$ cat src/rtl/sys_clk_seq_if.sv
//------------------------------------------------------------------------------
// Module   : sys_clk_seq_if
// Purpose  : SPI clock-rate change handshake (4-phase req/ack with rate select).
// Revision : 1.0 - initial release
//------------------------------------------------------------------------------
`default_nettype none

interface sys_clk_seq_if;
  logic rate_req;   // level request for a rate change
  logic rate_sel;   // 0 = 12.5 MHz, 1 = 50 MHz; valid while rate_req is high
  logic rate_ack;   // level acknowledge

  // Requester side
  modport master (
    output rate_req,
    output rate_sel,
    input  rate_ack
  );

  // Sequencer side
  modport slave (
    input  rate_req,
    input  rate_sel,
    output rate_ack
  );
endinterface

`default_nettype wire

$ cat src/rtl/sys_clk_seq.sv
//------------------------------------------------------------------------------
// Module   : sys_clk_seq
// Purpose  : Reference-clocked sequencer for MMCM lock: holds system reset until
//            lock is stable, performs glitch-safe SPI x2 clock-mux switching and
//            tracks loss-of-lock events.
// Revision : 1.0 - initial release
//------------------------------------------------------------------------------
`default_nettype none

module sys_clk_seq #(
  parameter int LOCK_STABLE_CYCLES = 1024,
  parameter int QUIESCE_CYCLES     = 16,
  parameter int SETTLE_CYCLES      = 64,
  parameter int LOSS_CNT_W         = 8
) (
  input  wire                   clk,
  input  wire                   rst_n,
  input  wire                   mmcm_locked,
  sys_clk_seq_if.slave          rate_if,
  output logic                  spi_clk_x2_sel,
  output logic                  spi_quiesce,
  output logic                  sys_rst_n_out,
  output logic                  lock_lost,
  input  wire                   lock_lost_clr,
  output logic [LOSS_CNT_W-1:0] lock_loss_cnt,
  output logic [2:0]            seq_state
);

  localparam int c_stable_w = $clog2(LOCK_STABLE_CYCLES + 1);
  localparam int c_phase_max = (QUIESCE_CYCLES > SETTLE_CYCLES) ? QUIESCE_CYCLES : SETTLE_CYCLES;
  localparam int c_phase_w  = $clog2(c_phase_max + 1);

  localparam logic [c_stable_w-1:0] c_stable_last  = c_stable_w'(LOCK_STABLE_CYCLES - 1);
  localparam logic [c_phase_w-1:0]  c_quiesce_last = c_phase_w'(QUIESCE_CYCLES - 1);
  localparam logic [c_phase_w-1:0]  c_settle_last  = c_phase_w'(SETTLE_CYCLES - 1);

  typedef enum logic [2:0] {
    ST_LOCK_WAIT = 3'd0,
    ST_RUN       = 3'd1,
    ST_QUIESCE   = 3'd2,
    ST_SWITCH    = 3'd3,
    ST_SETTLE    = 3'd4,
    ST_ACK       = 3'd5
  } state_t;

  state_t                  r_state;
  logic                    r_lock_meta;
  logic                    r_lock_s;
  logic [c_stable_w-1:0]   r_stable_cnt;
  logic [c_phase_w-1:0]    r_phase_cnt;
  logic                    r_sel_latched;
  logic                    r_x2_sel;
  logic                    r_quiesce;
  logic                    r_sys_rst_n;
  logic                    r_rate_ack;
  logic                    r_lock_lost;
  logic [LOSS_CNT_W-1:0]   r_loss_cnt;
  logic                    w_lock_loss;

  // Every state other than LOCK_WAIT is entered with lock_s high and is left on
  // the first lock_s low cycle, so this is exactly the lock_s falling edge.
  assign w_lock_loss = (r_state != ST_LOCK_WAIT) && !r_lock_s;

  // Two-flop synchronizer for the asynchronous MMCM lock.
  always_ff @(posedge clk or negedge rst_n) begin
    if (!rst_n) begin
      r_lock_meta <= 1'b0;
      r_lock_s    <= 1'b0;
    end else begin
      r_lock_meta <= mmcm_locked;
      r_lock_s    <= r_lock_meta;
    end
  end

  // Sequencer FSM with registered outputs; loss of lock overrides every state.
  always_ff @(posedge clk or negedge rst_n) begin
    if (!rst_n) begin
      r_state       <= ST_LOCK_WAIT;
      r_stable_cnt  <= '0;
      r_phase_cnt   <= '0;
      r_sel_latched <= 1'b0;
      r_x2_sel      <= 1'b0;
      r_quiesce     <= 1'b1;
      r_sys_rst_n   <= 1'b0;
      r_rate_ack    <= 1'b0;
      r_loss_cnt    <= '0;
    end else if (w_lock_loss) begin
      // Select is left as is: any switch already made stays made.
      r_state      <= ST_LOCK_WAIT;
      r_stable_cnt <= '0;
      r_phase_cnt  <= '0;
      r_quiesce    <= 1'b1;
      r_sys_rst_n  <= 1'b0;
      r_rate_ack   <= 1'b0;
      if (r_loss_cnt != '1) begin
        r_loss_cnt <= r_loss_cnt + 1'b1;
      end
    end else begin
      unique case (r_state)
        ST_LOCK_WAIT: begin
          if (!r_lock_s) begin
            r_stable_cnt <= '0;
          end else if (r_stable_cnt == c_stable_last) begin
            r_stable_cnt <= '0;
            r_state      <= ST_RUN;
            r_sys_rst_n  <= 1'b1;
            r_quiesce    <= 1'b0;
          end else begin
            r_stable_cnt <= r_stable_cnt + 1'b1;
          end
        end
        ST_RUN: begin
          if (rate_if.rate_req) begin
            if (rate_if.rate_sel != r_x2_sel) begin
              r_sel_latched <= rate_if.rate_sel;
              r_quiesce     <= 1'b1;
              r_phase_cnt   <= '0;
              r_state       <= ST_QUIESCE;
            end else begin
              r_rate_ack <= 1'b1;
              r_state    <= ST_ACK;
            end
          end
        end
        ST_QUIESCE: begin
          if (r_phase_cnt == c_quiesce_last) begin
            r_phase_cnt <= '0;
            r_state     <= ST_SWITCH;
          end else begin
            r_phase_cnt <= r_phase_cnt + 1'b1;
          end
        end
        ST_SWITCH: begin
          r_x2_sel    <= r_sel_latched;
          r_phase_cnt <= '0;
          r_state     <= ST_SETTLE;
        end
        ST_SETTLE: begin
          if (r_phase_cnt == c_settle_last) begin
            r_phase_cnt <= '0;
            r_quiesce   <= 1'b0;
            r_rate_ack  <= 1'b1;
            r_state     <= ST_ACK;
          end else begin
            r_phase_cnt <= r_phase_cnt + 1'b1;
          end
        end
        ST_ACK: begin
          if (!rate_if.rate_req) begin
            r_rate_ack <= 1'b0;
            r_state    <= ST_RUN;
          end
        end
        default: begin
          r_state <= ST_LOCK_WAIT;
        end
      endcase
    end
  end

  // Sticky loss flag; a new loss wins over a same-cycle clear.
  always_ff @(posedge clk or negedge rst_n) begin
    if (!rst_n) begin
      r_lock_lost <= 1'b0;
    end else if (w_lock_loss) begin
      r_lock_lost <= 1'b1;
    end else if (lock_lost_clr) begin
      r_lock_lost <= 1'b0;
    end
  end

  assign spi_clk_x2_sel   = r_x2_sel;
  assign spi_quiesce      = r_quiesce;
  assign sys_rst_n_out    = r_sys_rst_n;
  assign lock_lost        = r_lock_lost;
  assign lock_loss_cnt    = r_loss_cnt;
  assign seq_state        = r_state;
  assign rate_if.rate_ack = r_rate_ack;

endmodule

`default_nettype wire

$ cat src/flat_wrapper.sv
// flat-port wrapper written by rule: the top's interface ports become plain ports
module sys_clk_seq_flat 
#(
  parameter int LOCK_STABLE_CYCLES = 1024,
  parameter int QUIESCE_CYCLES     = 16,
  parameter int SETTLE_CYCLES      = 64,
  parameter int LOSS_CNT_W         = 8
)
  (clk, rst_n, mmcm_locked, spi_clk_x2_sel, spi_quiesce, sys_rst_n_out, lock_lost, lock_lost_clr, lock_loss_cnt, seq_state, rate_if_rate_req, rate_if_rate_sel, rate_if_rate_ack);
  sys_clk_seq_if rate_if_i ();
  input  wire clk;
  input  wire rst_n;
  input  wire mmcm_locked;
  output logic spi_clk_x2_sel;
  output logic spi_quiesce;
  output logic sys_rst_n_out;
  output logic lock_lost;
  input  wire lock_lost_clr;
  output logic [LOSS_CNT_W-1:0] lock_loss_cnt;
  output logic [2:0] seq_state;
  input wire logic [$bits(rate_if_i.rate_req)-1:0] rate_if_rate_req;
  input wire logic [$bits(rate_if_i.rate_sel)-1:0] rate_if_rate_sel;
  output wire logic [$bits(rate_if_i.rate_ack)-1:0] rate_if_rate_ack;
  assign rate_if_i.rate_req = rate_if_rate_req;
  assign rate_if_i.rate_sel = rate_if_rate_sel;
  assign rate_if_rate_ack = rate_if_i.rate_ack;
  sys_clk_seq #(.LOCK_STABLE_CYCLES(LOCK_STABLE_CYCLES), .QUIESCE_CYCLES(QUIESCE_CYCLES), .SETTLE_CYCLES(SETTLE_CYCLES), .LOSS_CNT_W(LOSS_CNT_W)) u_core (.clk(clk), .rst_n(rst_n), .mmcm_locked(mmcm_locked), .rate_if(rate_if_i), .spi_clk_x2_sel(spi_clk_x2_sel), .spi_quiesce(spi_quiesce), .sys_rst_n_out(sys_rst_n_out), .lock_lost(lock_lost), .lock_lost_clr(lock_lost_clr), .lock_loss_cnt(lock_loss_cnt), .seq_state(seq_state));
endmodule
$ cat config.mk
export PLATFORM = sky130hd
export DESIGN_NAME = sys_clk_seq_flat
export DESIGN_NICKNAME = d
export VERILOG_FILES = /design/src/rtl/sys_clk_seq_if.sv /design/src/rtl/sys_clk_seq.sv /design/src/flat_wrapper.sv
export SDC_FILE = /design/constraint.sdc
export NUM_CORES = 1
export LEC_CHECK = 0
export CORE_ASPECT_RATIO = 0.75
export CORE_MARGIN = 4
export CORE_UTILIZATION = 44
export CTS_CLUSTER_DIAMETER = 40
export DETAILED_ROUTE_END_ITERATION = 8
export SLEW_MARGIN = 20
export SYNTH_ARGS = -nofsm -noshare
export SYNTH_HDL_FRONTEND = slang
export SYNTH_SLANG_ARGS = --single-unit
$ cat constraint.sdc
create_clock -name clk -period 2.1 [get_ports clk]
set_clock_uncertainty 0.1 [all_clocks]
set_input_delay 0.525 -clock clk [delete_from_list [all_inputs] [get_ports clk]]
set_output_delay 0.525 -clock clk [all_outputs]
set_load 0.005 [all_outputs]
==> results.md, run 1 <==
GRT:
- The overall routing resource usage is about 17%.
- The first global-routing pass estimated ~8000 µm of wire.
- The via count of the first global-routing pass is between 1500 and 2000.
- The initial antenna violation count is 0.
- Global routing finished with a remaining overflow of 0.
- Entering global routing, the biggest net connects 38 pins.

Critical path:
- Traced cell by cell, the critical path runs through clkdlybuf4s50_1.
- In this run the critical register-to-register path is launched from u_core.r_phase_cnt[0]$_DFFE_PN0P_.
- The arrival time at the worst endpoint is between 1 and 1.5 ns.
- The count of buffer and inverter cells on the critical path is 1.
- The start point of the critical path is u_core.spi_quiesce$_DFFE_PN1P_.
- For the worst setup path, the data required time is between 1 and 1.5 ns.
- The kind of cell with the highest combined delay along the critical path is flip-flops.
- The element type at the critical path end is an output pin.
- For this design, the slowest cell found on the critical path is dfstp_2.
- The maximum fanout encountered on the critical timing path is 3.
- STA classifies the critical path startpoint as a flip-flop.
- The path type of the worst setup path is reg2out.
- The delay of the slowest cell on the worst path is around 0.57 ns.

Placement:
- The congestion estimate from routability-driven global placement came to a little under 0.9.
- Input and output buffers added on the ports amount to 21.
- The post-placement worst setup slack is -0.1244 ns.
- The post-detailed-placement half-perimeter wirelength is 3298 µm.

Synthesis:
- The average size of a mapped cell is 9.825 µm².
- After synthesis, the netlist uses 53 different library cells.
- The dominant synthesized flop cell is dfrtp_1.
- In this run, synthesis produced a sequential element count of 37.
- The async set-reset flop share out of synthesis is 100.0%.
- Summing the sequential cell areas from Yosys gives 44.94% of the chip area.
- In the synthesized netlist, the number of instances is 210.
- The combined area of all synthesized cells is 0.002063 mm².
- The warning count from the yosys run is 0.
- Counting flops with a built-in enable in the synthesized netlist gives 0.
- Counting every net in the synthesized netlist gives between 200 and 250.

CTS:
- TritonCTS built the clock tree.
- The insertion delay of the later-clocked pin in the worst-skew pair is ~0.29 ns.
- The H-tree depth reported by CTS is 2.
- Clock-pin slew was measured on the worst setup and hold paths at 0.08 ns.
- The number of clock buffers added by TritonCTS is 5.
- Hold repair after CTS inserted 0 buffers.
- The clock root buffer is clkbuf_8.
- The number of sinks on the clock net is 37.
- The maximum clock path buffer count is 2.

Timing:
- The hold violation count in the final report was 0.
- The final count of pins violating max slew is 0.
- After layout, the worst path uses 94.33% of the clock period.
- For the pin with the worst max-slew slack, the measured transition is approximately 0.58 ns.
- The minimum setup slack in the final design is 0.1191 ns.
- The worst path needs a little under 2 ns of the cycle, external delays included.
- For this run, the top clock speed supported by timing is between 500 and 600 MHz.
- Setup repair after global routing left no endpoint under its margin.
- Setup violations remaining at the end of the flow were counted as 0.
- The worst pin sits at a relative slew slack of between 60 and 70%.

Cells and area:
- From synthesis to final layout, the design area changed by 22.68%.
- The share of layout cells above drive strength 1 is a little under a fifth.
- The final layout contains roughly 260 nets.
- The antenna diode count is 0.

Power and ir drop:
- VDD sags by at most roughly 0.39 mV.
- In this run the power density over the cells is 558.9 mW/mm².
- The analysis attributes to cell leakage a power of between 1 and 1.5 nW.
- The total power draw is about 1.4 mW.

Drt:
- In the final routed layout, each cell accounts on average for around 15 µm.
- In this run the remaining antenna-violating nets after routing total 0.
- After the first detailed-routing iteration, the DRC count stood at between 100 and 150.
- After detailed routing, the total wire length is approximately 4700 µm.
- The mean number of vias per cell is between 5 and 6.
- After detailed routing, the number of remaining DRC violations is 0.
- The first TritonRoute pass finished after 4 iterations.
- The total via count in the routed design is about 1700.

Hold path:
- The worst hold path belongs to the class in2async.

Die:
- From bottom edge to top edge, the die measures 67.31 µm.
- The core box area is between 0.004 and 0.005 mm².
- The number of primary I/O pins is 22.
- The total number of placement rows is 21.
- The width of the chip is 87.07 µm.
- Once the floorplan was initialized, standard cells occupied 45.92% of the core.
- The die covers 0.005860 mm².

Status:
- The run finished with clean final reports.

Run:
- The tool flagged a number of max-cap violations equal to 0.
[cell usage after synthesis (2+ instances only)]
master | n | area (µm²)
dfrtp_1 | 36 | 900.9
nand2_1 | 21 | 78.83
nand3_1 | 18 | 90.09
o21ai_0 | 13 | 65.06
nor2_1 | 11 | 41.29
a21oi_1 | 7 | 35.03
nand4_1 | 6 | 37.54
or3_1 | 6 | 37.54
xor2_1 | 6 | 52.55
inv_1 | 5 | 18.77
nor2b_1 | 5 | 31.28
xnor2_1 | 5 | 43.79
mux2_2 | 4 | 45.04
nor3_1 | 4 | 20.02
a211oi_1 | 3 | 22.52
a21boi_0 | 3 | 22.52
a221o_1 | 3 | 30.03
a22o_1 | 3 | 26.28
a31o_2 | 3 | 26.28
a31oi_1 | 3 | 18.77
clkbuf_1 | 3 | 11.26
ha_1 | 3 | 37.54
and3_1 | 2 | 12.51
buf_6 | 2 | 22.52
nor4_1 | 2 | 12.51
o211ai_1 | 2 | 15.01
o21a_1 | 2 | 15.01
o22ai_1 | 2 | 12.51
o41ai_1 | 2 | 17.52
or2_2 | 2 | 12.51
[metrics by stage]
stage,area [µm²],instances,utilization (%),hold WS (ns),setup TNS [ns]
global placement,2384,293,53.05,0.2345,-0.3089
global route,2531,305,56.34,0.2096,0
finish,2531,305,56.34,0.1758,0
detailed placement,2384,293,53.05,0.2370,-0.4154
floorplan,2063,210,-,0.1294,0
CTS,2497,301,55.58,0.1927,0
[what timing repair did]
item	CTS	global route
endpoints found under the setup margin	2	8
gates resized for setup	2	2
buffers inserted	0	4
hold endpoints to repair	0	0
pin swaps	0	2
[sequential cells by signal (all words and copies together) (netlist names), 3 cells and up]
name / count
u_core.lock_loss_cnt: 8
u_core.r_phase_cnt: 7
u_core.r_stable_cnt: 11
u_core.seq_state: 3
[kinds of logic (layout without fill, tap and decap cells)]
| family | count (synthesis) | after routing | share of synthesized area, % |
|---|---|---|---|
| compound gates | 52 | 52 | 18.50 |
| buf+inv | 13 | 51 | 3.335 |
| xor+xnor | 11 | 11 | 4.669 |
| flops | 37 | 37 | 44.94 |
| fa+ha+maj | 3 | 3 | 1.819 |
| mux | 5 | 5 | 2.668 |
| simple gates | 89 | 89 | 24.08 |
[layer usage]
| layer | part of all wire, % | vias up | track usage [%] |
|---|---|---|---|
| met1 | 55 | 842 | 26.54 |
| li1 | - | 864 | - |
| met2 | 41 | 35 | 24.53 |
| met5 | 0 | - | 0 |
| met3 | 3.6 | 2 | 4.756 |
| met4 | 0.30 | 0 | 3.502 |
[final timing paths]
kind	end	slack (ns)	depth (start not counted)
setup / recovery	spi_quiesce	0.12	1
max in group asynchronous	u_core.seq_state[1]$_DFFE_PN0P_	1.37	2
min in group clk	u_core.r_lock_s$_DFF_PN0_	0.25	0
setup reg to reg	u_core.r_phase_cnt[3]$_DFFE_PN0P_	0.13	7
hold reg to reg	u_core.r_lock_s$_DFF_PN0_	0.25	0
hold / removal	u_core.r_phase_cnt[6]$_DFFE_PN0P_	0.18	2
[where the power goes]
group          leakage [nW]  internal (mW)  switching (mW)
sequential            0.496          0.718         0.00882
clock                0.0554          0.357           0.262
combinational         0.553         0.0299          0.0387
[cell usage in the layout, fill, tap and decap left out, types with 6 or more instances in the layout]
master           count
a21oi_1              7
buf_4               16
clkdlybuf4s50_1     20
dfrtp_1             33
nand2_1             20
nand3_1             18
nand4_1              6
nor2_1              11
o21ai_0             13
or3_1                6
xor2_1               6
[cell type report]
cell class | instances | area (µm²)
fill | 383 | 1962
multi-input combinational | 160 | 1070
sequential | 37 | 930.9
timing repair buffer | 37 | 325.3
clock buffer | 6 | 72.57
tap | 57 | 71.32
clock inverter | 2 | 38.79
inverter | 6 | 22.52
Note: power is estimated with default switching activity, not from simulation.
==> inputs of run 2 (changes only) <==
--- a/config.mk
+++ b/config.mk
@@ -5,11 +5,13 @@
 export SDC_FILE = /design/constraint.sdc
 export NUM_CORES = 1
 export LEC_CHECK = 0
+export ABC_CLOCK_PERIOD_IN_PS = 2100
 export CORE_ASPECT_RATIO = 0.75
 export CORE_MARGIN = 4
 export CORE_UTILIZATION = 44
 export CTS_CLUSTER_DIAMETER = 40
 export DETAILED_ROUTE_END_ITERATION = 8
+export GPL_TIMING_DRIVEN = 0
 export SLEW_MARGIN = 20
 export SYNTH_ARGS = -nofsm -noshare
 export SYNTH_HDL_FRONTEND = slang
==> run 2 against run 1 <==
Net effect:
- final cell count fell by 1.6%
- critical path depth rose by 4
- critical endpoint is now u_core.r_phase_cnt[6]$_DFFE_PN0P_
- sequential power barely moved
- largest cell class unchanged
- first-iteration DRC count rose by 21%
- die area did not move
- register-to-register slack got worse by 0.02 ns
==> results.md, run 2 (synthesized netlist as in run 1, its figures left out) <==
Die:
- The die covers 0.005860 mm².
- Row generation in the floorplan step produced 21 rows.
- The width of the chip is 87.07 µm.
- The initial core utilization is between 40% and 50%.
- The region available for standard cell placement spans 0.004493 mm².
- The number of primary I/O pins is 22.
- The height of the chip is 67.31 µm.

Drt:
- The first TritonRoute pass finished after 4 iterations.
- The mean number of vias per cell is 5.870.
- In the routed design, unresolved DRC markers number 0.
- In this run the remaining antenna-violating nets after routing total 0.
- The final layout contains routed wiring with a total length of about 4800 µm.
- The total via count in the routed design is around 1800.
- The wire length per cell after detailed routing is 16.08 µm.
- The number of design-rule violations left by the first detailed-router iteration is approximately 130.

Power and ir drop:
- IR analysis of the VDD net gives a maximum drop of roughly 0.33 mV.
- In this run the static leakage power is 1.081 nW.
- The total power divided by cell area is 569.4 mW/mm².

CTS:
- TritonCTS built the clock tree.
- The maximum clock path buffer count is 2.
- The clock input transition at the sequential cells of the worst setup and hold paths is 0.08 ns.
- The TritonCTS buffer count is 5.
- The tree built by TritonCTS fans out to 37 sinks.
- The insertion delay of the later-clocked pin in the worst-skew pair is ~0.30 ns.
- The hold-fix buffer count after cts is 0.
- The H-tree generated during clock tree synthesis spans 2 levels.
- The root buffer cell chosen for the clock tree is clkbuf_8.

Critical path:
- STA classifies the critical path startpoint as a primary input.
- The arrival time at the worst endpoint is between 2 and 2.5 ns.
- The maximum fanout encountered on the critical timing path is 7.
- The worst setup path is captured at a flip-flop.
- The path type of the worst setup path is in2reg.
- For the worst setup path, the data required time is 2.18 ns.

Cells and area:
- The final core utilization is 55.78%.
- Cells with a size suffix above 1 make up around 16% of the layout.
- The number of antenna diodes in the final layout is 0.
- Compared with the post-synthesis result, the final layout area differs by 21.47%.
- The register bank with the most flops is u_core.r_stable_cnt.
- Counting the fill cells in the layout gives approximately 400.
- The top cell types in the final layout, fill and taps aside, are dfrtp_1 (36), nand2_1 (20), clkdlybuf4s50_1 (20), nand3_1 (18), o21ai_0 (13).
- The number of flip-flops in the largest register is 11.
- Leaving out fill and tap cells, the most frequent cell in the layout is dfrtp_1.
- The number of nets in the layout is roughly 250.

GRT:
- Global routing used approximately 18% of the available tracks.
- The total congestion overflow is 0.
- The first-pass GRT wire length is 7941 µm.
- The pin count of the biggest net entering global routing is 27.
- The initial antenna violation count came to 0.
- The via count of the first global-routing pass is 1622.

Timing:
- Setup total negative slack on the finished layout was measured at 0 ns.
- The final number of setup-violating endpoints is 0.
- The transition time at the pin with the least slew margin is around 0.52 ns.
- The final count of pins violating max slew was 0.
- The achievable frequency is 493.6 MHz.
- The headroom to the max-slew limit is between 60% and 70%.
- The smallest hold slack is ~0.010 ns.
- Counting I/O delays and the setup requirement, the final critical path takes slightly above 2 ns.
- The hold violation count in the final report is 0.
- The post-route fraction of the period consumed by the critical path is a little over nine tenths.

Run:
- Across the run, the number of max-cap violations was 0.

Hold path:
- The path class of the tightest hold or removal check is in2async.

Placement:
- Input and output buffers added on the ports amount to 21.
- The final weighted congestion of routability-driven global placement is 0.8686.
- The post-detailed-placement half-perimeter wirelength is between 3000 and 4000 µm.

Status:
- The run finished with clean final reports.
run 2: cell count changes in the layout (fill, tap and decap cells not counted), sizes merged:
cell    previous run  this run
buf               17         9
clkbuf             6         9
run 2: final cells by class:
type | count | area, µm² | area share, %
plain buffers | 7 | 46.29 | 1.847
flip-flops and latches | 37 | 927.1 | 36.99
clock buffers | 6 | 72.57 | 2.896
clock inverters | 2 | 38.79 | 1.548
repair buffers | 25 | 247.7 | 9.885
inverters | 6 | 22.52 | 0.8987
multi-input cells | 160 | 1080 | 43.09
well taps | 57 | 71.32 | 2.846
run 2: repair_timing:
item | CTS | global route
buffers inserted | 0 | 3
setup endpoints to repair | 0 | 7
gates resized for setup | 0 | 3
run 2: metal layers:
metal / vias up / GRT usage (%) / wire (µm)
met3: 2 / 3.415 / 344
li1: 853 / - / -
met1: 843 / 25.74 / 2408
met5: - / 0 / 0
met2: 63 / 26.04 / 2046
met4: 0 / 6.420 / 23
run 2: metrics by stage:
stage / power [mW] / std cells / setup WS, ns / instance area, µm²
6_report: 1.427 / 300 / 0.07399 / 2506
5_1_grt: 1.478 / 300 / -0.03485 / 2506
4_1_cts: 1.439 / 297 / 0.06340 / 2471
3_5_place_dp: 0.8082 / 289 / -0.2438 / 2360
3_3_place_gp: 0.8027 / 288 / -0.4798 / 2345
2_1_floorplan: 0.7678 / 210 / 0.2419 / 2063
run 2: where the power goes:
group	switching [mW]	internal (mW)	total, mW
combinational	0.0429	0.0271	0.0700
clock	0.276	0.357	0.633
sequential	0.00592	0.718	0.724
run 2: critical path, cell delays in order:
cell	delay, ns
clkdlybuf4s50_1	0.59
xor2_2	0.21
nand2_1	0.09
a31o_2	0.32
a221o_1	0.36
run 2: final timing paths:
| kind | from | to | slack, ns | depth (start not counted) |
|---|---|---|---|---|
| setup / recovery | rate_if_rate_sel | u_core.r_phase_cnt[6]$_DFFE_PN0P_ | 0.07 | 5 |
| hold / removal | rst_n | u_core.r_stable_cnt[6]$_DFFE_PN0P_ | 0.01 | 1 |
| setup reg to reg | u_core.r_stable_cnt[0]$_DFFE_PN0P_ | u_core.r_stable_cnt[0]$_DFFE_PN0P_ | 0.11 | 5 |
| hold reg to reg | u_core.r_lock_meta$_DFF_PN0_ | u_core.r_lock_s$_DFF_PN0_ | 0.25 | 0 |
| max in group asynchronous | rst_n | u_core.spi_quiesce$_DFFE_PN1P_ | 1.38 | 2 |
| min in group clk | u_core.r_lock_meta$_DFF_PN0_ | u_core.r_lock_s$_DFF_PN0_ | 0.25 | 0 |
